[src/rtl/wbgpio.sv]
// wbgpio: Wishbone GPIO peripheral with debounced inputs, per-bit edge
// interrupts (sticky write-1-to-clear status) and mask/value driven outputs.
module wbgpio #(
   parameter int               NIN         = 4,
   parameter int               NOUT        = 4,
   parameter int               DBW         = 20,
   parameter logic [DBW-1:0]   DEFAULT_DB  = DBW'(20'd1000000),
   parameter logic [NOUT-1:0]  DEFAULT_OUT = '0
) (
   input  logic            i_clk,
   input  logic            i_reset,
   input  logic            i_wb_cyc,
   input  logic            i_wb_stb,
   input  logic            i_wb_we,
   input  logic [1:0]      i_wb_addr,
   input  logic [31:0]     i_wb_data,
   output logic            o_wb_ack,
   output logic            o_wb_stall,
   output logic [31:0]     o_wb_data,
   input  logic [NIN-1:0]  i_gpio,
   output logic [NOUT-1:0] o_gpio,
   output logic            o_int
);

   logic [NIN-1:0]          s1_q, s1_d, s2_q, s2_d;
   logic [NIN-1:0]          deb_q, deb_d;
   logic [NIN-1:0][DBW-1:0] cnt_q, cnt_d;
   logic [NIN-1:0]          rise_q, rise_d, fall_q, fall_d;
   logic [NIN-1:0]          rien_q, rien_d, fien_q, fien_d;
   logic [NIN-1:0]          status_q, status_d;
   logic [NIN-1:0]          clr;
   logic [DBW-1:0]          lim_q, lim_d;
   logic [NOUT-1:0]         gpio_q, gpio_d;
   logic                    ack_q, ack_d;
   logic                    int_q, int_d;
   logic [31:0]             rdata_q, rdata_d;
   logic                    wr_en;
   logic                    unused_bus;

   // Bus cycle qualifier and upper write-data bits are deliberately ignored.
   assign unused_bus = ^{i_wb_cyc, i_wb_data};

   // Synchronise pins, then debounce each bit against the shared limit.
   always_comb begin
      s1_d  = i_gpio;
      s2_d  = s1_q;
      deb_d = deb_q;
      cnt_d = cnt_q;
      for (int i = 0; i < NIN; i++) begin
         if (s2_q[i] == deb_q[i]) begin
            cnt_d[i] = '0;
         end else if (cnt_q[i] >= lim_q) begin
            // >= (not ==) so a limit lowered mid-count still terminates.
            deb_d[i] = s2_q[i];
            cnt_d[i] = '0;
         end else begin
            cnt_d[i] = cnt_q[i] + DBW'(1);
         end
      end
      rise_d = deb_d & ~deb_q;
      fall_d = ~deb_d & deb_q;
   end

   // Register writes, W1C status with set-over-clear, and read-data mux.
   always_comb begin
      wr_en  = i_wb_stb && i_wb_we;
      gpio_d = gpio_q;
      rien_d = rien_q;
      fien_d = fien_q;
      lim_d  = lim_q;
      clr    = '0;
      if (wr_en) begin
         case (i_wb_addr)
            2'd0: begin
               for (int k = 0; k < NOUT; k++) begin
                  if (i_wb_data[16 + k]) gpio_d[k] = i_wb_data[k];
               end
            end
            2'd1: begin
               rien_d = i_wb_data[NIN-1:0];
               fien_d = i_wb_data[16 +: NIN];
            end
            2'd2:    clr   = i_wb_data[NIN-1:0];
            default: lim_d = i_wb_data[DBW-1:0];
         endcase
      end
      status_d = (status_q & ~clr) | (rise_q & rien_q) | (fall_q & fien_q);
      int_d    = |status_q;
      ack_d    = i_wb_stb;
      rdata_d  = rdata_q;
      if (i_wb_stb) begin
         rdata_d = '0;
         case (i_wb_addr)
            2'd0: begin
               rdata_d[16 +: NOUT] = gpio_q;
               rdata_d[0 +: NIN]   = deb_q;
            end
            2'd1: begin
               rdata_d[0 +: NIN]  = rien_q;
               rdata_d[16 +: NIN] = fien_q;
            end
            2'd2:    rdata_d[0 +: NIN] = status_q;
            default: rdata_d[0 +: DBW] = lim_q;
         endcase
      end
   end

   // All state, including debounce counts, is discarded on reset.
   always_ff @(posedge i_clk or posedge i_reset) begin
      if (i_reset) begin
         s1_q     <= '0;
         s2_q     <= '0;
         deb_q    <= '0;
         cnt_q    <= '0;
         rise_q   <= '0;
         fall_q   <= '0;
         rien_q   <= '0;
         fien_q   <= '0;
         status_q <= '0;
         lim_q    <= DEFAULT_DB;
         gpio_q   <= DEFAULT_OUT;
         ack_q    <= 1'b0;
         int_q    <= 1'b0;
         rdata_q  <= '0;
      end else begin
         s1_q     <= s1_d;
         s2_q     <= s2_d;
         deb_q    <= deb_d;
         cnt_q    <= cnt_d;
         rise_q   <= rise_d;
         fall_q   <= fall_d;
         rien_q   <= rien_d;
         fien_q   <= fien_d;
         status_q <= status_d;
         lim_q    <= lim_d;
         gpio_q   <= gpio_d;
         ack_q    <= ack_d;
         int_q    <= int_d;
         rdata_q  <= rdata_d;
      end
   end

   assign o_wb_ack   = ack_q;
   assign o_wb_stall = 1'b0;
   assign o_wb_data  = rdata_q;
   assign o_gpio     = gpio_q;
   assign o_int      = int_q;

endmodule
[config.mk]
export PLATFORM = sky130hd
export DESIGN_NAME = wbgpio
export DESIGN_NICKNAME = d
export VERILOG_FILES = /design/src/rtl/wbgpio.sv
export SDC_FILE = /design/constraint.sdc
export NUM_CORES = 1
export LEC_CHECK = 0
export BUFFER_PORTS_ARGS = -buffer_cell sky130_fd_sc_hd__clkbuf_2
export CORE_ASPECT_RATIO = 1.5
export CORE_MARGIN = 4
export CORE_UTILIZATION = 45
export CTS_BUF_LIST = sky130_fd_sc_hd__clkbuf_2
export CTS_CLUSTER_SIZE = 28
export DETAILED_ROUTE_END_ITERATION = 8
export PLACE_DENSITY = 0.71
export SLEW_MARGIN = 20
export SYNTH_ARGS = -nofsm -noshare
export SYNTH_HDL_FRONTEND = slang
export SYNTH_SLANG_ARGS = --single-unit
[constraint.sdc]
create_clock -name i_clk -period 6.15 [get_ports i_clk]
set_clock_uncertainty 0.05 [all_clocks]
set_input_delay 0.3075 -clock i_clk [delete_from_list [all_inputs] [get_ports i_clk]]
set_output_delay 0.3075 -clock i_clk [all_outputs]
set_load 0.1 [all_outputs]
==> results of run 1 <==
per-layer routing:
layer  vias up  part of all wire [%]
met3        42                   2.7
met4         0                   3.4
li1       2989                     -
met5         -                     0
met2       109                    54
met1      2993                    40
timing repair:
item,CTS,global route
hold buffers,28,0
setup endpoints to repair,0,0
hold endpoints to repair,137,0
setup buffers,0,0
worst max-delay path by stage:
| stage | from | endpoint | slack (ns) |
|---|---|---|---|
| final | lim_q[15] | cnt_q[34] | 3.22 |
| after global routing | lim_q[15] | cnt_q[36] | 2.86 |
| after CTS | lim_q[16] | cnt_q[69] | 3.19 |
| after detailed placement | lim_q[16] | cnt_q[79] | 3.29 |
| after global placement | lim_q[16] | cnt_q[64] | 2.99 |
| after floorplan | i_reset | cnt_q[0] | 1.54 |
final cells by class:
cell class / instances / area (um2)
Fill cell: 1685 / 9050
Tap cell: 252 / 315
Multi-Input combinational cell: 597 / 4360
Inverter: 44 / 170
Timing Repair Buffer: 85 / 571
Antenna cell: 1 / 2.50
Clock inverter: 15 / 186
Sequential cell: 158 / 3960
Clock buffer: 17 / 85.1
state kept, by name (all words and copies together), names as in the netlist, 4 cells and up:
register / flops
cnt_q: 80
deb_q: 4
fall_q: 4
fien_q: 4
lim_q: 20
o_gpio: 4
o_wb_data: 20
rien_q: 4
rise_q: 4
s1_q: 4
s2_q: 4
status_q: 4
stage by stage:
step	cells	area (um2)	total power [uW]
floorplan	827	8680	1940
global placement	1108	9100	2120
detailed placement	1108	9100	2140
CTS	1168	9650	2770
global route	1169	9650	2920
finish	1169	9650	2740
kinds of logic after synthesis:
| family | count (synthesis) | synth area share [%] |
|---|---|---|
| xor+xnor | 76 | 7.71 |
| compound gates | 86 | 6.46 |
| other cells | 1 | 0.0434 |
| fa+ha+maj | 84 | 12.2 |
| buf+inv | 72 | 4.10 |
| simple gates | 290 | 16.8 |
| mux | 48 | 6.78 |
| flops | 158 | 45.9 |
worst max-delay path, cell delays in order, from the launching register on:
cell and delay (ns):
dfrtp_1 0.48, inv_1 0.29, ha_1 0.32, a21oi_1 0.14, o21a_1 0.14, nor2_1 0.04
a211oi_1 0.28, nand4_1 0.74, nor2_1 0.31
report_power, final:
part	leakage, uW	internal, uW	switching [uW]
registers	0.00208	1160	118
logic	0.00241	244	611
clock network	0.000161	148	461
cell usage in the layout, fill, tap and decap left out, types with 19 or more instances in the layout:
| cell | instances |
|---|---|
| xor2_1 | 52 |
| and3_1 | 19 |
| nand2_1 | 61 |
| dlygate4sd3_1 | 28 |
| nand3_1 | 41 |
| xnor2_1 | 24 |
| nor2_1 | 93 |
| dfrtp_1 | 151 |
| ha_1 | 84 |
| a21oi_1 | 32 |
| mux2_2 | 43 |
| nand4_1 | 24 |
| inv_1 | 43 |
| o21ai_0 | 20 |
| clkbuf_2 | 72 |
==> key figures, run 1 <==
Synthesis
  • Most common library cells after synthesis: dfrtp_1, nor2_1, ha_1, nand2_1, xor2_1
  • Yosys top cell area share: a little over two fifths
  • Distinct cell type count of the synthesized netlist: 53
  • Yosys top cell by area: dfrtp_1
  • Synthesized area per cell: ~11 um2
  • Dominant synthesized flop cell: dfrtp_1
  • Number of enable flip-flop cells after synthesis: 0
  • Synth Warn #: 0
  • Most frequent cell after synthesis: dfrtp_1
  • Register bit total from synthesis: approximately 160
  • Mapped Area: ~8600 um2
  • Ys async rst share: between 90% and 100%
  • Top cells by area, synth: dfrtp_1, ha_1, mux2_2
  • Cells after Synth: 815
  • Sequential area share after synthesis: 45.9%

GRT
  • Met2 Use GR: 34.4%
  • Antenna violations before repair: 1
  • Gr ovfl total: 0
  • Largest net degree at the start of global routing: 95
  • Met3 usage: under 10%
  • GR peak layer: met2
  • GRT met1 Usage: a little over a fifth
  • First-pass GRT wire length: 31.7 mm
  • Total track usage: 18.9%
  • Vias in the first global route: roughly 6300

Place
  • Hpwl dp: 13.8 mm
  • RePlAce Congestion: 0.864
  • I/O Buffers: 55
  • Placement Setup Slack: 3.29 ns

Die
  • Initial Utilization: 46.2%
  • CORE AREA: 18700 um2
  • Die W: 121 um
  • Rows: 61
  • Num ports: 82
  • Die area: around 22000 um2
  • Die Ht: ~180 um

CTS
  • Clock Sinks: 158
  • Clock Path Buffers: 2
  • TritonCTS Buffers: 17
  • Root buffer cell: clkbuf_2
  • CTS tree: done
  • Worst skew pair latency: 0.77 ns
  • # resized after CTS: 0
  • Reg clk slew, reported paths: roughly 0.33 ns
  • H-tree depth: 4

Routing
  • Antenna viol nets, final: 0
  • Pre-antenna DRT Iters: 5
  • Total Wirelength: roughly 19 mm
  • Iteration-0 DRC Markers: approximately 250
  • Vias per cell: roughly 5.2
  • Total number of vias: a little over 6000
  • WL per Instance: about 16 um
  • DR DRC count: 0

Worst setup path
  • Crit path DAT: 3.52 ns
  • R2r startpoint: lim_q[15]
  • Worst R2R Path Depth: 8
  • R2r endpoint: cnt_q[34]
  • Critical Path Sink Type: register
  • Startpoint types: register
  • Max FO, Critical Path: 19
  • CP Data Required Time: approximately 6.7 ns
  • Crit path kind: reg -> reg
  • R2R setup slack: about 3.2 ns

Power
  • Static Leakage: approximately 0.0046 uW
  • Maximum VDD drop: roughly 270 uV
  • PwrDens: approximately 280 nW/um2

STA
  • Tmin final: between 2 and 3 ns
  • Max transition margin: 42.1%
  • Period utilisation layout: 47.6%
  • Unrepaired setup endpoints after global routing: no
  • Endpoints failing setup: 0
  • Fmax: between 0.3 and 0.4 GHz
  • Setup WS post-layout: 3.22 ns
  • Endpoints failing hold: 0
  • Worst slew pin tran: 0.866 ns
  • Slew Limit Fails: 0
  • Worst Hold Slack: approximately 0.11 ns
  • Total negative slack: 0 ns

Status
  • Status: finished, final reports clean

Cells and area
  • Final nets: between 1000 and 1500
  • Layout area overhead: 11.8%
  • Post-Route Utilization: about 52%
  • Layout cells sized above 1: 17.6%

Min path
  • Hold Path End: s1_q[0]
  • Path type of the worst min-delay path: in -> reg
  • Worst Hold Depth: 2
  • Worst hold start: i_gpio[0]

Run
  • Max-cap check violation count: 0
Note: power is estimated with default switching activity, not from simulation.
==> run 2: changes to the inputs <==
--- a/config.mk
+++ b/config.mk
@@ -5,6 +5,7 @@
 export SDC_FILE = /design/constraint.sdc
 export NUM_CORES = 1
 export LEC_CHECK = 0
+export ABC_AREA = 1
 export BUFFER_PORTS_ARGS = -buffer_cell sky130_fd_sc_hd__clkbuf_2
 export CORE_ASPECT_RATIO = 1.5
 export CORE_MARGIN = 4
==> constraint.sdc (replaced) <==
create_clock -name i_clk -period 2.9 [get_ports i_clk]
set_clock_uncertainty 0.05 [all_clocks]
set_input_delay 0.145 -clock i_clk [delete_from_list [all_inputs] [get_ports i_clk]]
set_output_delay 0.145 -clock i_clk [all_outputs]
set_load 0.1 [all_outputs]
==> run 2 against run 1 <==
  * Global-route usage up 2.5 points
  * Sequential cell count did not move
  * Synthesized cell count up 39%
  * Maximum frequency rose by 20%
  * Hold slack better by 0.032 ns
  * Clock-buffer cell count did not move
  * Via count grew 29%
  * Power rose by 89%
  * Setup slack lost 2.8 ns
  * Clock power increased by 100%
  * Synthesized area increased by 6.9%
  * Largest power group unchanged
==> key figures, run 2 <==
Status
  • Status: finished, final reports clean

Cells and area
  • Design area: 10900 um2 (+12%)
  • Post-Route Utilization: 54.4% (+2.8 points)
  • Multi-input logic area: 4620 um2 (+6.0%)
  • Number of flip-flops in the largest register: 80 (unchanged)
  • Layout area overhead: 17.7%
  • Final nets: 1409 (+37%)
  • Layout cells sized above 1: 11.0% (-6.5 points)
  • Fin cells: 1556 (+33%)
  • Register Area: 3960 um2 (unchanged)
  • Fillcell total: 1751 (+3.9%)
  • Most frequent cells in the layout: nand2_1, dfrtp_1, nor2_1
  • Most flop-heavy register: cnt_q
  • Most common cell after layout, fill and taps aside: nand2_1

Power
  • PwrDens: 478 nW/um2 (+68%)
  • Maximum VDD drop: 205 uV (-25%)
  • Static Leakage: 0.00535 uW (+15%)

GRT
  • First-pass GRT wire length: 39.3 mm (+24%)
  • GR peak layer: met2
  • Vias in the first global route: 8129 (+29%)
  • Antenna violations before repair: 1 (unchanged)
  • Gr ovfl total: 0 (unchanged)
  • Largest net degree at the start of global routing: 70 (-26%)
  • Total track usage: 21.4% (+2.5 points)
  • Met3 usage: 3.06% (+0.57 points)
  • Met2 Use GR: 40.3% (+5.9 points)
  • GRT met1 Usage: 23.4% (+1.6 points)

CTS
  • Worst skew pair latency: 0.79 ns (+0.02 ns)
  • Reg clk slew, reported paths: 0.27 ns (-0.06 ns)
  • CTS tree: done
  • Root buffer cell: clkbuf_2
  • Clock Sinks: 158 (unchanged)
  • Clock Path Buffers: 2 (unchanged)
  • H-tree depth: 4 (unchanged)
  • TritonCTS Buffers: 17 (unchanged)
  • # resized after CTS: 0 (unchanged)

Worst setup path
  • Crit path kind: reg -> reg
  • Critical Path Sink Type: register
  • Cell chain of the critical path: inv_1, ha_1, nand2_1, nor2_1, nand2_1, nor3_1, nand2_1, nand3_1, buf_4, nor2_1
  • Startpoint types: register
  • Max FO, Critical Path: 20 (+1)
  • CP Data Required Time: 3.51 ns (-3.23 ns)
  • Crit path DAT: 3.06 ns (-0.46 ns)
  • Worst Setup SP: lim_q[19]
  • CP max stage cell: dfstp_2
  • R2r startpoint: lim_q[19]
  • CP most frequent cell: nand2_1
  • Max stage delay on crit path: 0.58 ns (-0.16 ns)

Run
  • Max-cap check violation count: 0 (unchanged)

Die
  • Initial Utilization: 46.3% (+0.095 points)
  • Die Ht: 183 um (+3.2%)
  • Num ports: 82 (unchanged)
  • Rows: 63 (+3.3%)
  • Die area: 22900 um2 (+6.5%)
  • Die W: 125 um (+3.2%)
  • CORE AREA: 19900 um2 (+6.7%)

Synthesis
  • Distinct cell type count of the synthesized netlist: 43 (-19%)
  • Cells after Synth: 1136 (+39%)
  • Number of enable flip-flop cells after synthesis: 0 (unchanged)
  • Sequential area share after synthesis: 43.0% (-3.0 points)
  • Ys async rst share: 100% (unchanged)
  • Dominant synthesized flop cell: dfrtp_1
  • Most common library cells after synthesis: nand2_1, dfrtp_1, nor2_1, inv_1, ha_1
  • Yosys top cell by area: dfrtp_1
  • Mapped Area: 9230 um2 (+6.9%)
  • Yosys top cell area share: 41.0% (-2.8 points)
  • Register bit total from synthesis: 158 (unchanged)
  • Synth Warn #: 0 (unchanged)
  • Synthesized area per cell: 8.12 um2 (-23%)
  • Top cells by area, synth: dfrtp_1, nand2_1, ha_1
  • Most frequent cell after synthesis: nand2_1

STA
  • Max transition margin: 50.1% (+8.0 points)
  • Endpoints failing setup: 0 (unchanged)
  • Tmin final: 2.45 ns (-0.479 ns)
  • Slew Limit Fails: 0 (unchanged)
  • Unrepaired setup endpoints after global routing: no
  • Period utilisation layout: 84.5% (+37 points)
  • Worst slew pin tran: 0.746 ns (-0.120 ns)
  • Total negative slack: 0 ns (unchanged)
  • Fmax: 0.408 GHz (+20%)
  • Endpoints failing hold: 0 (unchanged)
  • Worst Hold Slack: 0.144 ns (+0.0320 ns)

Routing
  • Iteration-0 DRC Markers: 501 (+100%)
  • WL per Instance: 15.0 um (-7.4%)
  • Antenna viol nets, final: 0 (unchanged)
  • Total Wirelength: 23.4 mm (+23%)
  • Pre-antenna DRT Iters: 5 (unchanged)
  • Vias per cell: 5.09 (-2.9%)
  • Total number of vias: 7925 (+29%)
  • DR DRC count: 0 (unchanged)

Place
  • DP Cell Count: 1442 (+30%)
  • I/O Buffers: 55 (unchanged)
  • RePlAce Congestion: 0.871 (+0.86%)
  • Hpwl dp: 16.2 mm (+17%)
  • Post-DP Area: 9790 um2 (+7.6%)

Min path
  • Path type of the worst min-delay path: in -> reg
  • Worst hold start: i_wb_data[18]
## run 2: cell types whose count changed after synthesis, sizes merged, moves of 10 or more
| cell | before | now |
|---|---|---|
| nor2 | 103 | 158 |
| o31ai | 1 | 12 |
| and3 | 19 | 0 |
| xor2 | 52 | 41 |
| nand2 | 62 | 314 |
| inv | 44 | 135 |
| nor3 | 7 | 17 |
| o21ai | 22 | 39 |
| mux2 | 44 | 4 |
## run 2: repair_timing
item                      4_1_cts  5_1_grt
buffers inserted                0        0
hold endpoints to repair      212        0
hold buffers                   81        0
## run 2: worst max-delay path: cells and delay by family, from the launching register on
kind	cells	cell delay, ns
fa+ha+maj	1	0.37
buf+inv	2	0.41
flops	1	0.58
simple gates	7	0.92
## run 2: area by class of cell
class | instances | area share (%)
antenna | 1 | 0.0231
clock buffer | 17 | 0.784
clock inverter | 15 | 1.50
inverter | 136 | 4.74
multi-input combinational | 824 | 42.6
sequential | 158 | 36.5
tap | 260 | 3.00
timing repair buffer | 145 | 10.9
## run 2: stage by stage
stage                     setup WS, ns  total power, uW
after global placement           0.655             3800
after CTS                        0.498             5220
after global routing             0.317             5480
after floorplan                  0.710             3480
after detailed placement         0.561             3840
final                            0.448             5190
## run 2: worst paths after layout
check,endpoint,slack (ns),cells past startpoint
setup / recovery,cnt_q[13],0.45,10
hold / removal,fien_q[2],0.14,3
setup reg to reg,cnt_q[13],0.45,10
hold reg to reg,s2_q[2],0.33,0
max in group asynchronous,cnt_q[57],1.40,5
min in group asynchronous,o_wb_data[18],0.56,4
## run 2: power breakdown
part / switching, uW / internal (uW) / leakage, uW / total [uW]
logic: 1050 / 400 / 0.00312 / 1460
clock network: 952 / 289 / 0.000147 / 1240
registers: 112 / 2380 / 0.00208 / 2490
total: 2120 / 3070 / 0.00535 / 5190
## run 2: cell families after synthesis
| logic type | count (synthesis) | synth area share, % |
|---|---|---|
| xor+xnor | 56 | 5.32 |
| simple gates | 575 | 26.6 |
| mux | 4 | 0.488 |
| flops | 158 | 43.0 |
| compound gates | 92 | 5.72 |
| other cells | 1 | 0.0406 |
| fa+ha+maj | 84 | 11.4 |
| buf+inv | 166 | 7.45 |
## run 2: metal layers
| metal | wire length, um | vias up |
|---|---|---|
| met2 | 12300 | 216 |
| met3 | 852 | 62 |
| met1 | 9210 | 3742 |
| li1 | - | 3905 |
| met5 | 0 | - |
| met4 | 1030 | 0 |
